<file path="src/rtl/iob_dbus_wbuf.sv">
// Posted-write buffer between the core data bus and the interconnect: writes are acked from a
// DEPTH-entry FIFO and drained in order; reads issue only once every buffered write has completed.
module iob_dbus_wbuf #(
   parameter int ADDR_W     = 32,
   parameter int DATA_W     = 32,
   parameter int DEPTH_LOG2 = 2
) (
   input  logic                  clk,
   input  logic                  rst,
   input  logic                  s_valid,
   input  logic [ADDR_W-1:0]     s_addr,
   input  logic [DATA_W-1:0]     s_wdata,
   input  logic [DATA_W/8-1:0]   s_wstrb,
   output logic [DATA_W-1:0]     s_rdata,
   output logic                  s_ready,
   output logic                  m_valid,
   output logic [ADDR_W-1:0]     m_addr,
   output logic [DATA_W-1:0]     m_wdata,
   output logic [DATA_W/8-1:0]   m_wstrb,
   input  logic [DATA_W-1:0]     m_rdata,
   input  logic                  m_ready,
   output logic [DEPTH_LOG2:0]   level,
   output logic                  empty,
   output logic                  full
);

   localparam int DEPTH  = 1 << DEPTH_LOG2;
   localparam int STRB_W = DATA_W / 8;

   typedef enum logic [1:0] {ST_IDLE, ST_WR, ST_RD} state_t;

   logic [ADDR_W-1:0]     addr_mem [DEPTH];
   logic [DATA_W-1:0]     data_mem [DEPTH];
   logic [STRB_W-1:0]     strb_mem [DEPTH];

   logic [DEPTH_LOG2-1:0] wr_ptr_q, rd_ptr_q;
   logic [DEPTH_LOG2:0]   level_q;
   state_t                state_q, state_d;
   logic                  m_valid_q, m_valid_d;
   logic [ADDR_W-1:0]     m_addr_q, m_addr_d;
   logic [DATA_W-1:0]     m_wdata_q, m_wdata_d;
   logic [STRB_W-1:0]     m_wstrb_q, m_wstrb_d;
   logic                  s_ready_q, s_ready_d;
   logic [DATA_W-1:0]     s_rdata_q, s_rdata_d;
   logic                  s_is_wr, push, pop;

   assign level   = level_q;
   assign empty   = (level_q == '0);
   assign full    = (level_q == (DEPTH_LOG2+1)'(DEPTH));
   assign s_ready = s_ready_q;
   assign s_rdata = s_rdata_q;
   assign m_valid = m_valid_q;
   assign m_addr  = m_addr_q;
   assign m_wdata = m_wdata_q;
   assign m_wstrb = m_wstrb_q;

   // The ack cycle still shows the master's old request, so it must never be taken again.
   assign s_is_wr = |s_wstrb;
   assign push    = s_valid && s_is_wr && !full && !s_ready_q;

   always_comb begin
      state_d   = state_q;
      m_valid_d = m_valid_q;
      m_addr_d  = m_addr_q;
      m_wdata_d = m_wdata_q;
      m_wstrb_d = m_wstrb_q;
      s_rdata_d = s_rdata_q;
      s_ready_d = push;
      pop       = 1'b0;
      case (state_q)
         ST_IDLE: begin
            if (level_q != '0) begin
               m_addr_d  = addr_mem[rd_ptr_q];
               m_wdata_d = data_mem[rd_ptr_q];
               m_wstrb_d = strb_mem[rd_ptr_q];
               m_valid_d = 1'b1;
               state_d   = ST_WR;
            end else if (s_valid && !s_is_wr && !s_ready_q) begin
               m_addr_d  = s_addr;
               m_wdata_d = '0;
               m_wstrb_d = '0;
               m_valid_d = 1'b1;
               state_d   = ST_RD;
            end
         end
         ST_WR: begin
            if (m_ready) begin
               pop       = 1'b1;
               m_valid_d = 1'b0;
               state_d   = ST_IDLE;
            end
         end
         ST_RD: begin
            if (m_ready) begin
               s_rdata_d = m_rdata;
               s_ready_d = 1'b1;
               m_valid_d = 1'b0;
               state_d   = ST_IDLE;
            end
         end
         default: state_d = ST_IDLE;
      endcase
   end

   always_ff @(posedge clk or posedge rst) begin
      if (rst) begin
         state_q   <= ST_IDLE;
         m_valid_q <= 1'b0;
         m_addr_q  <= '0;
         m_wdata_q <= '0;
         m_wstrb_q <= '0;
         s_ready_q <= 1'b0;
         s_rdata_q <= '0;
         wr_ptr_q  <= '0;
         rd_ptr_q  <= '0;
         level_q   <= '0;
      end else begin
         state_q   <= state_d;
         m_valid_q <= m_valid_d;
         m_addr_q  <= m_addr_d;
         m_wdata_q <= m_wdata_d;
         m_wstrb_q <= m_wstrb_d;
         s_ready_q <= s_ready_d;
         s_rdata_q <= s_rdata_d;
         if (push) wr_ptr_q <= wr_ptr_q + DEPTH_LOG2'(1);
         if (pop)  rd_ptr_q <= rd_ptr_q + DEPTH_LOG2'(1);
         case ({push, pop})
            2'b10:   level_q <= level_q + (DEPTH_LOG2+1)'(1);
            2'b01:   level_q <= level_q - (DEPTH_LOG2+1)'(1);
            default: level_q <= level_q;
         endcase
      end
   end

   // Storage carries no reset; validity is tracked entirely by the pointers and level.
   always_ff @(posedge clk) begin
      if (push) begin
         addr_mem[wr_ptr_q] <= s_addr;
         data_mem[wr_ptr_q] <= s_wdata;
         strb_mem[wr_ptr_q] <= s_wstrb;
      end
   end

endmodule

</file>
<file path="config.mk">
export PLATFORM = sky130hd
export DESIGN_NAME = iob_dbus_wbuf
export DESIGN_NICKNAME = d
export VERILOG_FILES = /design/src/rtl/iob_dbus_wbuf.sv
export SDC_FILE = /design/constraint.sdc
export NUM_CORES = 1
export LEC_CHECK = 0
export ABC_CLOCK_PERIOD_IN_PS = 7300
export CORE_ASPECT_RATIO = 0.75
export CORE_MARGIN = 3
export CORE_UTILIZATION = 31
export DETAILED_ROUTE_END_ITERATION = 16
export DONT_BUFFER_PORTS = 1
export GPL_TIMING_DRIVEN = 1
export PLACE_DENSITY = 0.45
export SKIP_CTS_REPAIR_TIMING = 1
export SYNTH_ARGS = -nofsm -noshare
export SYNTH_HDL_FRONTEND = slang
export SYNTH_SLANG_ARGS = --single-unit
export TNS_END_PERCENT = 100
</file>
<file path="constraint.sdc">
create_clock -name clk -period 7.3 [get_ports clk]
set_clock_uncertainty 0.15 [all_clocks]
set_input_delay 0.365 -clock clk [delete_from_list [all_inputs] [get_ports clk]]
set_output_delay 0.365 -clock clk [all_outputs]
set_load 0.005 [all_outputs]
</file>
Word level (Yosys, flattened, before mapping)
Memory sizes are Yosys's and may differ from the RTL's. Index checks and enable logic that the tools add are counted.

Register bits: 111. Output and inout port bits: 107. Memory bits (writable): 272. Input bits: 104. Memories kept: 3. Word-level logic and storage cells: 65.

Memory list: addr_mem (depth 4, width 32, read ports 1, clocked after memory_dff 0, write ports 1, RTL line 32) `logic [ADDR_W-1:0] addr_mem [DEPTH];`; data_mem (depth 4, width 32, read ports 1, clocked after memory_dff 0, write ports 1, RTL line 33) `logic [DATA_W-1:0] data_mem [DEPTH];`; strb_mem (depth 4, width 4, read ports 1, clocked after memory_dff 0, write ports 1, RTL line 34) `logic [STRB_W-1:0] strb_mem [DEPTH];`.

Multiplexer cells: 21. Eq/ne operators: 7. Reductions and logical operators: 20. $add $sub $neg: 4.

Operators by type and width (count): $mux W32 (4); $mux W1 (9); $mux W4 (2); $mux W2 (3); $pmux W3 S2 (1); $reduce_and A2 Y1 (3); $reduce_bool A2 Y1 (3); $logic_and A1 B1 Y1 (5); $add A2 B1 Y2 const B (2); $eq A2 B1 Y1 const B (2); $eq A2 B2 Y1 const B (2); $pmux W2 S2 (1); $reduce_or A4 Y1 (1); $add A3 B1 Y3 const B (1); $eq A3 B3 Y1 const B (1); $logic_not A1 Y1 (3); $logic_not A3 Y1 (1); $ne A3 B3 Y1 const B (1); $reduce_and A3 Y1 (1); $reduce_bool A3 Y1 (1); $sub A3 B1 Y3 const B (1); $logic_not A2 Y1 (1); $ne A2 B1 Y1 const B (1); $pmux W1 S2 (1); $reduce_or A2 Y1 (1).

Logic depth before layout (Yosys ltp)
Gate-level depths: netlist of the first run.

Depth after elaboration: 7. Depth in mapped cells: 9. Gate-level depth less buffers: 9.

Worst setup path after synthesis of the first run
Ideal clock, no wire load.

Path type: reg-to-reg. Start: register level_q[2] (netlist: level[2]). End: memory addr_mem[0][0], enable pin. Period minus slack after synthesis: 3273 ps. Buffers on the path: 0. Stages on the path, launching flop included: 4. Setup time: 433 ps. Data arrival time: 2690 ps. Path slack: 4027 ps. Cell sequence: dfrtp_1 nor3b_1 nor3_1 and2_1.

Cells in the longest elaborated chain, start to end: 6.

Ends and longest elaborated chain: start, declared (RTL line 37) `logic [DEPTH_LOG2:0] level_q;`; start signal, assigned (RTL line 128) `2'b10: level_q <= level_q + (DEPTH_LOG2+1)'(1);`; start signal, assigned (RTL line 129) `2'b01: level_q <= level_q - (DEPTH_LOG2+1)'(1);`; start signal, assigned (RTL line 130) `default: level_q <= level_q;`; $eq A3 B3 Y1 (RTL line 49) `assign full = (level_q == (DEPTH_LOG2+1)'(DEPTH));`; net full (RTL line 24) `output logic full`; $logic_not A1 Y1 (RTL line 59) `assign push = s_valid && s_is_wr && !full && !s_ready_q;`; $logic_and A1 B1 Y1 (2 in a row) (RTL line 59); $mux W1 (RTL line 137) `if (push) begin`; $mux W1 (implied by the code) (RTL line 138) `addr_mem[wr_ptr_q] <= s_addr;`; end, declared (RTL line 32).

The timed path passes the listed nets, and every way through them passes these cells.

Final worst setup path of the first run
Start: register level_q[2] (netlist: level[2]). End: memory addr_mem[3][24], enable pin.

The elaborated chain is that of the path after synthesis.

==> results of run 1 <==
[sequential cells by signal, indices dropped and copies added (netlist names)]
name	count
m_wdata	32
level	3
rd_ptr_q	2
state_q	2
s_ready	1
strb_mem	16
m_addr	32
s_rdata	32
addr_mem	128
m_wstrb	4
data_mem	128
wr_ptr_q	2
m_valid	1
[power breakdown]
part           switching, uW  internal (uW)
Combinational            837            789
Clock                    844           1110
Sequential               411           2860
Total                   2090           4760
[routing by layer]
layer / up-vias / part of all wire
met5: - / 0.00039
met4: 2 / 0.022
met3: 56 / 0.062
met2: 181 / 0.48
met1: 3771 / 0.43
li1: 3143 / -
[through the flow]
stage	instances	util	power [uW]	hold WS (ns)	worst slack (ns)
3_5_place_dp	1335	0.334	4950	0.314	4.22
5_1_grt	1512	0.384	7270	0.0126	4.03
3_3_place_gp	1335	0.334	4890	0.314	4.36
2_1_floorplan	745	-	4420	0.314	3.85
4_1_cts	1409	0.362	6940	-0.269	4.18
6_report	1512	0.384	6850	0.0319	4.22
[path summary, 6_finish.rpt]
check	to
setup / recovery	addr_mem[3][24]$_DFFE_PP_
hold / removal	rd_ptr_q[0]$_DFFE_PP0P_
setup reg to reg	addr_mem[3][24]$_DFFE_PP_
hold reg to reg	m_wdata[19]$_DFFE_PP0P_
max in group asynchronous	rd_ptr_q[1]$_DFFE_PP0P_
min in group asynchronous	s_rdata[24]$_DFFE_PP0P_
[logic make-up (layout without fill, tap and decap cells)]
| family | count (synthesis) | after routing |
|---|---|---|
| AOI/OAI and AO/OA | 76 | 76 |
| xor gates and xnor gates | 6 | 6 |
| adders and majority gates | 9 | 9 |
| buffers and inverters | 84 | 229 |
| DFF | 383 | 383 |
| muxes | 101 | 101 |
| other | 0 | 1 |
| and+or+nand+nor | 86 | 86 |
[layout by cell type (no fill, tap or decap), types with 3 or more instances in the layout]
cell / instances
a221oi_1: 27
a221oi_2: 5
a22o_1: 37
and2_4: 4
buf_4: 9
clkbuf_1: 7
clkbuf_16: 41
clkinv_1: 5
clkinv_2: 8
clkinvlp_4: 7
dfrtp_1: 109
dlygate4sd3_1: 102
edfxtp_1: 272
ha_1: 8
inv_1: 43
inv_6: 3
mux2_2: 32
mux4_2: 68
nand2_1: 6
nor2_1: 60
nor2b_1: 6
xnor2_1: 3
xor2_1: 3
[area by class of cell]
class / count / area share
well taps: 621 / 0.0446
clock inverters: 26 / 0.0120
repair buffers: 111 / 0.0625
multi-input cells: 278 / 0.182
flip-flops and latches: 383 / 0.629
clock buffers: 48 / 0.0604
diodes: 1 / 0.000144
inverters: 44 / 0.00977
==> results.py, run 1 <==
metrics = {
    "yosys": {
        "synth-main-ff-cell": "edfxtp_1",
        "seq_area_frac_synth": 0.757,
        "synth_top_area_cell": "edfxtp_1",
        "synthSimpleGateAreaFrac": 0.0266,
        "synth-edff-count": 272,
        "synth-xor-area-share": 0.00363,
        "syn_area_per_cell_um2": 19.4,
        "postSynth.asyncResetShare": 0.290,
        "synthMuxAreaShare": 0.131,
        "syn_inst": 745,
        "synth_top_family_by_area": "multiplexers",
        "synth_fa_ha_area_frac": 0.00830,
        "syn_nets": 858,
        "ys_types": 33,
        "synth.cell_area_um2": 14500,
        "ys_top_cells_by_area": "edfxtp_1 56%, dfrtp_1 19%, mux4_2 11%",
        "yosysWarnings": 0,
        "yosys.area.top_type_share": 0.565,
        "synthTopCellsByCount": "272 x edfxtp_1, 111 x dfrtp_1, 68 x mux4_2, 61 x nor2_1, 44 x inv_1",
        "yosysMostFrequentCell": "edfxtp_1",
        "synth-seq-cells": 383,
        "synth_compound_area_frac": 0.0471,
    },
    "setup_path": {
        "critPathKind": "flip-flop to flip-flop",
        "crit_start": "level[2]$_DFFE_PP0P_",
        "slowest_stage": "buf_4",
        "endpoint_kind": "flip-flop",
        "arrival_ns": 3.06,
        "reg2reg_slack_ns": 4.22,
        "r2r-start": "level[2]$_DFFE_PP0P_",
        "critPathBufInv": 1,
        "max_stage_delay_ns": 0.84,
        "startpoint_type": "flip-flop",
        "cp_data_required_time_ns": 7.28,
        "r2r_cells": 4,
        "worstSetupPathDepth": 4,
        "path_delay_family": "simple AND/OR/NAND/NOR gates",
        "cp_max_fo": 68,
        "crit_chain": "nor3b_1 > nor3_1 > and2_4 > buf_4",
    },
    "timing": {
        "rsz0062_at_grt": "false",
        "drv_slew": 0,
        "setup_viol": 0,
        "tightestPinTransition_ns": 1.14,
        "fin_tns_setup_ns": 0,
        "hold_viol": 0,
        "period_share": 0.421,
        "min_period_ns": 3.08,
        "fmax_mhz": 325,
        "maxSlewHeadroom": 0.237,
    },
    "routing": {
        "num_vias": 7153,
        "first_pass_iters": 4,
        "wl_per_cell_um": 22.0,
        "avgViaCountPerCell": 4.73,
        "first_iter_violations": 354,
        "ant_nets": 0,
        "drc": 0,
        "drt-total-wl_um": 33200,
    },
    "hold_path": {
        "min-delay-start": "m_ready",
        "holdPathStages": 2,
        "hp-class": "input pin to flip-flop",
    },
    "cells_and_area": {
        "nFillCells": 4145,
        "fin_area_um2": 17400,
        "nets": 971,
        "syn_to_final_growth_pct": 20.4,
        "multi_input_area_um2": 3170,
        "layout-drive-gt1-share": 0.212,
        "regArea_um2": 11000,
    },
    "clocking": {
        "worst_setup_hold_path_clk_slew_ns": 0.06,
        "cts-root-buf": "clkbuf_16",
        "clock_sinks": 383,
        "cts_buffers": 40,
        "max-clock-path-buffers": 3,
        "worstSkewPairLatency_ns": 0.55,
        "cts_max_level": 2,
        "cts_tree": "built",
    },
    "floorplanning": {
        "start_util": 0.319,
        "die_h_um": 193,
        "core_um2": 45400,
        "boundaryPins": 211,
        "dieArea_um2": 49300,
        "rows": 67,
        "die_x_um": 255,
    },
    "placement": {
        "dp_hpwl_um": 18800,
        "placed_area_um2": 15100,
        "routabilityCongestion": 0.689,
        "io_buffers": 0,
    },
    "pwr": {
        "peakVddDrop_v": 0.000175,
        "p_leak_uw": 0.00630,
        "cellPowerDensity_nw_per_um2": 393,
    },
    "status": {
        "status": "finished, final reports clean",
    },
    "global_route": {
        "grt_util_met1": 0.169,
        "track_usage": 0.133,
        "grt_pass1_vias": 7569,
        "grt_busiest_layer": "met2",
        "grt_pass1_wl_um": 49300,
        "grt_max_degree": 112,
        "grt.met3_usage": 0.0495,
        "antenna_found_initial": 2,
        "grt-ovfl-total": 0,
        "grt_util_met2": 0.215,
    },
    "job": {
        "drv_cap": 0,
    },
}
Note: power is estimated with default switching activity, not from simulation.
==> inputs of run 2 (changes only) <==
- ABC_CLOCK_PERIOD_IN_PS: 7300 -> 2500
- PLACE_DENSITY: 0.45 -> 0.46
- clock period: 7.3 -> 2.5 ns (I/O delays scaled with it)
==> run 2 against run 1 <==
Net effect: clock power rose to 3.0 times the previous value; combinational power grew to 3.4 times the previous value; routed wire length grew 2.2%; design area rose by 2.7%; total power rose to 3.0 times the previous value; critical path type unchanged.
==> results.py, run 2 (synthesized netlist as in run 1, its figures left out) <==
metrics = {
    "floorplanning": {
        "boundaryPins": 211,
        "start_util": 0.319,
        "die_h_um": 193,
        "rows": 67,
        "die_x_um": 255,
        "core_um2": 45400,
        "dieArea_um2": 49300,
    },
    "cells_and_area": {
        "nFillCells": 4064,
        "antenna_cells": 0,
        "fin_area_um2": 17900,
        "layout-drive-gt1-share": 0.228,
        "fin_util": 0.394,
        "nets": 995,
        "instances_no_fill": 1535,
        "top_regs": "addr_mem: 128 flops, data_mem: 128 flops",
        "syn_to_final_growth_pct": 23.6,
        "final_common_cell": "edfxtp_1",
        "final_cell_mix": "272 x edfxtp_1, 109 x dfrtp_1, 103 x dlygate4sd3_1",
    },
    "routing": {
        "first_pass_iters": 6,
        "num_vias": 7316,
        "drc": 0,
        "ant_nets": 0,
        "avgViaCountPerCell": 4.77,
        "drt-total-wl_um": 34000,
        "first_iter_violations": 391,
        "wl_per_cell_um": 22.1,
    },
    "global_route": {
        "grt-ovfl-total": 0,
        "grt.met3_usage": 0.0612,
        "grt_max_degree": 57,
        "grt_pass1_vias": 7718,
        "track_usage": 0.134,
        "grt_pass1_wl_um": 49500,
        "grt_util_met1": 0.162,
        "antenna_found_initial": 2,
        "grt_busiest_layer": "met2",
        "grt_util_met2": 0.220,
    },
    "clocking": {
        "cts_tree": "built",
        "cts-root-buf": "clkbuf_16",
        "clock_sinks": 383,
        "cts_max_level": 2,
        "max-clock-path-buffers": 3,
        "cts_buffers": 41,
        "worstSkewPairLatency_ns": 0.54,
        "worst_setup_hold_path_clk_slew_ns": 0.06,
    },
    "timing": {
        "setup_ws_ns": 0.333,
        "whs_ns": 0.0350,
        "rsz0062_at_grt": "false",
        "period_share": 0.867,
        "tightestPinTransition_ns": 0.758,
        "min_period_ns": 2.17,
        "maxSlewHeadroom": 0.493,
        "setup_viol": 0,
        "drv_slew": 0,
        "fmax_mhz": 461,
        "hold_viol": 0,
    },
    "pwr": {
        "p_leak_uw": 0.00653,
        "peakVddDrop_v": 0.000662,
        "cellPowerDensity_nw_per_um2": 1150,
    },
    "placement": {
        "dp_slack_ns": 0.340,
        "dp_hpwl_um": 21200,
        "io_buffers": 0,
        "routabilityCongestion": 0.686,
        "post-place-cells": 1357,
        "placed_area_um2": 15500,
    },
    "setup_path": {
        "r2r-start": "level[0]$_DFFE_PP0P_",
        "r2r_cells": 9,
        "arrival_ns": 2.47,
        "crit_start": "level[0]$_DFFE_PP0P_",
        "cp_data_required_time_ns": 2.81,
        "rr_endpoint": "level[2]$_DFFE_PP0P_",
        "cp-endpoint": "level[2]$_DFFE_PP0P_",
        "cp_max_fo": 2,
        "reg2reg_slack_ns": 0.33,
        "endpoint_kind": "flip-flop",
        "critPathKind": "flip-flop to flip-flop",
        "startpoint_type": "flip-flop",
    },
    "hold_path": {
        "hp-class": "input pin to asynchronous set/reset pin",
    },
    "status": {
        "status": "finished, final reports clean",
    },
    "job": {
        "drv_cap": 0,
    },
}
==> run 2: cell types whose count changed in the layout (fill, tap and decap cells not counted), moves of 3 or more <==
| cell | delta |
|---|---|
| buf_12 | +19 |
| clkbuf_8 | +6 |
| clkinvlp_4 | -6 |
| clkbuf_1 | +4 |
| buf_4 | +3 |
| clkinv_8 | +3 |
==> run 2: stage by stage <==
step / total power, uW / TNS (ns)
final: 20600 / 0
after global routing: 21900 / 0
after CTS: 20800 / 0
after detailed placement: 14900 / 0
after global placement: 14700 / 0
after floorplan: 12900 / -14.46
==> run 2: how the worst min path moves through the flow <==
stage	from	endpoint	slack (ns)	cells past startpoint
after CTS	rst	s_rdata[5]$_DFFE_PP0P_	-0.58	1
after global placement	rst	s_rdata[2]$_DFFE_PP0P_	-0.003	1
after floorplan	s_addr[0]	addr_mem[0][0]$_DFFE_PP_	0.07	0
after detailed placement	rst	s_rdata[2]$_DFFE_PP0P_	0.004	1
after global routing	rst	s_rdata[2]$_DFFE_PP0P_	0.07	2
final	rst	s_rdata[2]$_DFFE_PP0P_	0.03	2
==> run 2: power by group <==
group | switching (uW) | internal, uW | total [uW] | leakage [uW]
Sequential | 830 | 8320 | 9150 | 0.00384
Clock | 2410 | 3430 | 5850 | 0.000646
Combinational | 2950 | 2670 | 5620 | 0.00204
Total | 6190 | 14400 | 20600 | 0.00653
==> run 2: worst max-delay path, cell delays in order, from the launching register on <==
cell and delay, ns:
dfrtp_1 0.38, nor3b_1 0.31, nor3_1 0.11, inv_1 0.11, ha_1 0.19, inv_1 0.06, fa_1 0.37, xor2_1 0.15
nor2_1 0.11, xor2_1 0.16
==> run 2: routing by layer <==
metal  share of wire  up-vias  wire length (um)
met1            0.42     3901             14200
met2            0.49      168             16500
met4           0.017        4               592
li1                -     3192                 -
met5         0.00079        -                27
met3           0.078       51              2640
==> run 2: final cells by class <==
class	count	area (um2)	area share
inverter	44	169	0.00945
clock buffer	58	1150	0.0643
sequential	383	11000	0.612
multi-input combinational	278	3170	0.177
clock inverter	17	166	0.00931
tap	621	777	0.0434
timing repair buffer	134	1500	0.0840
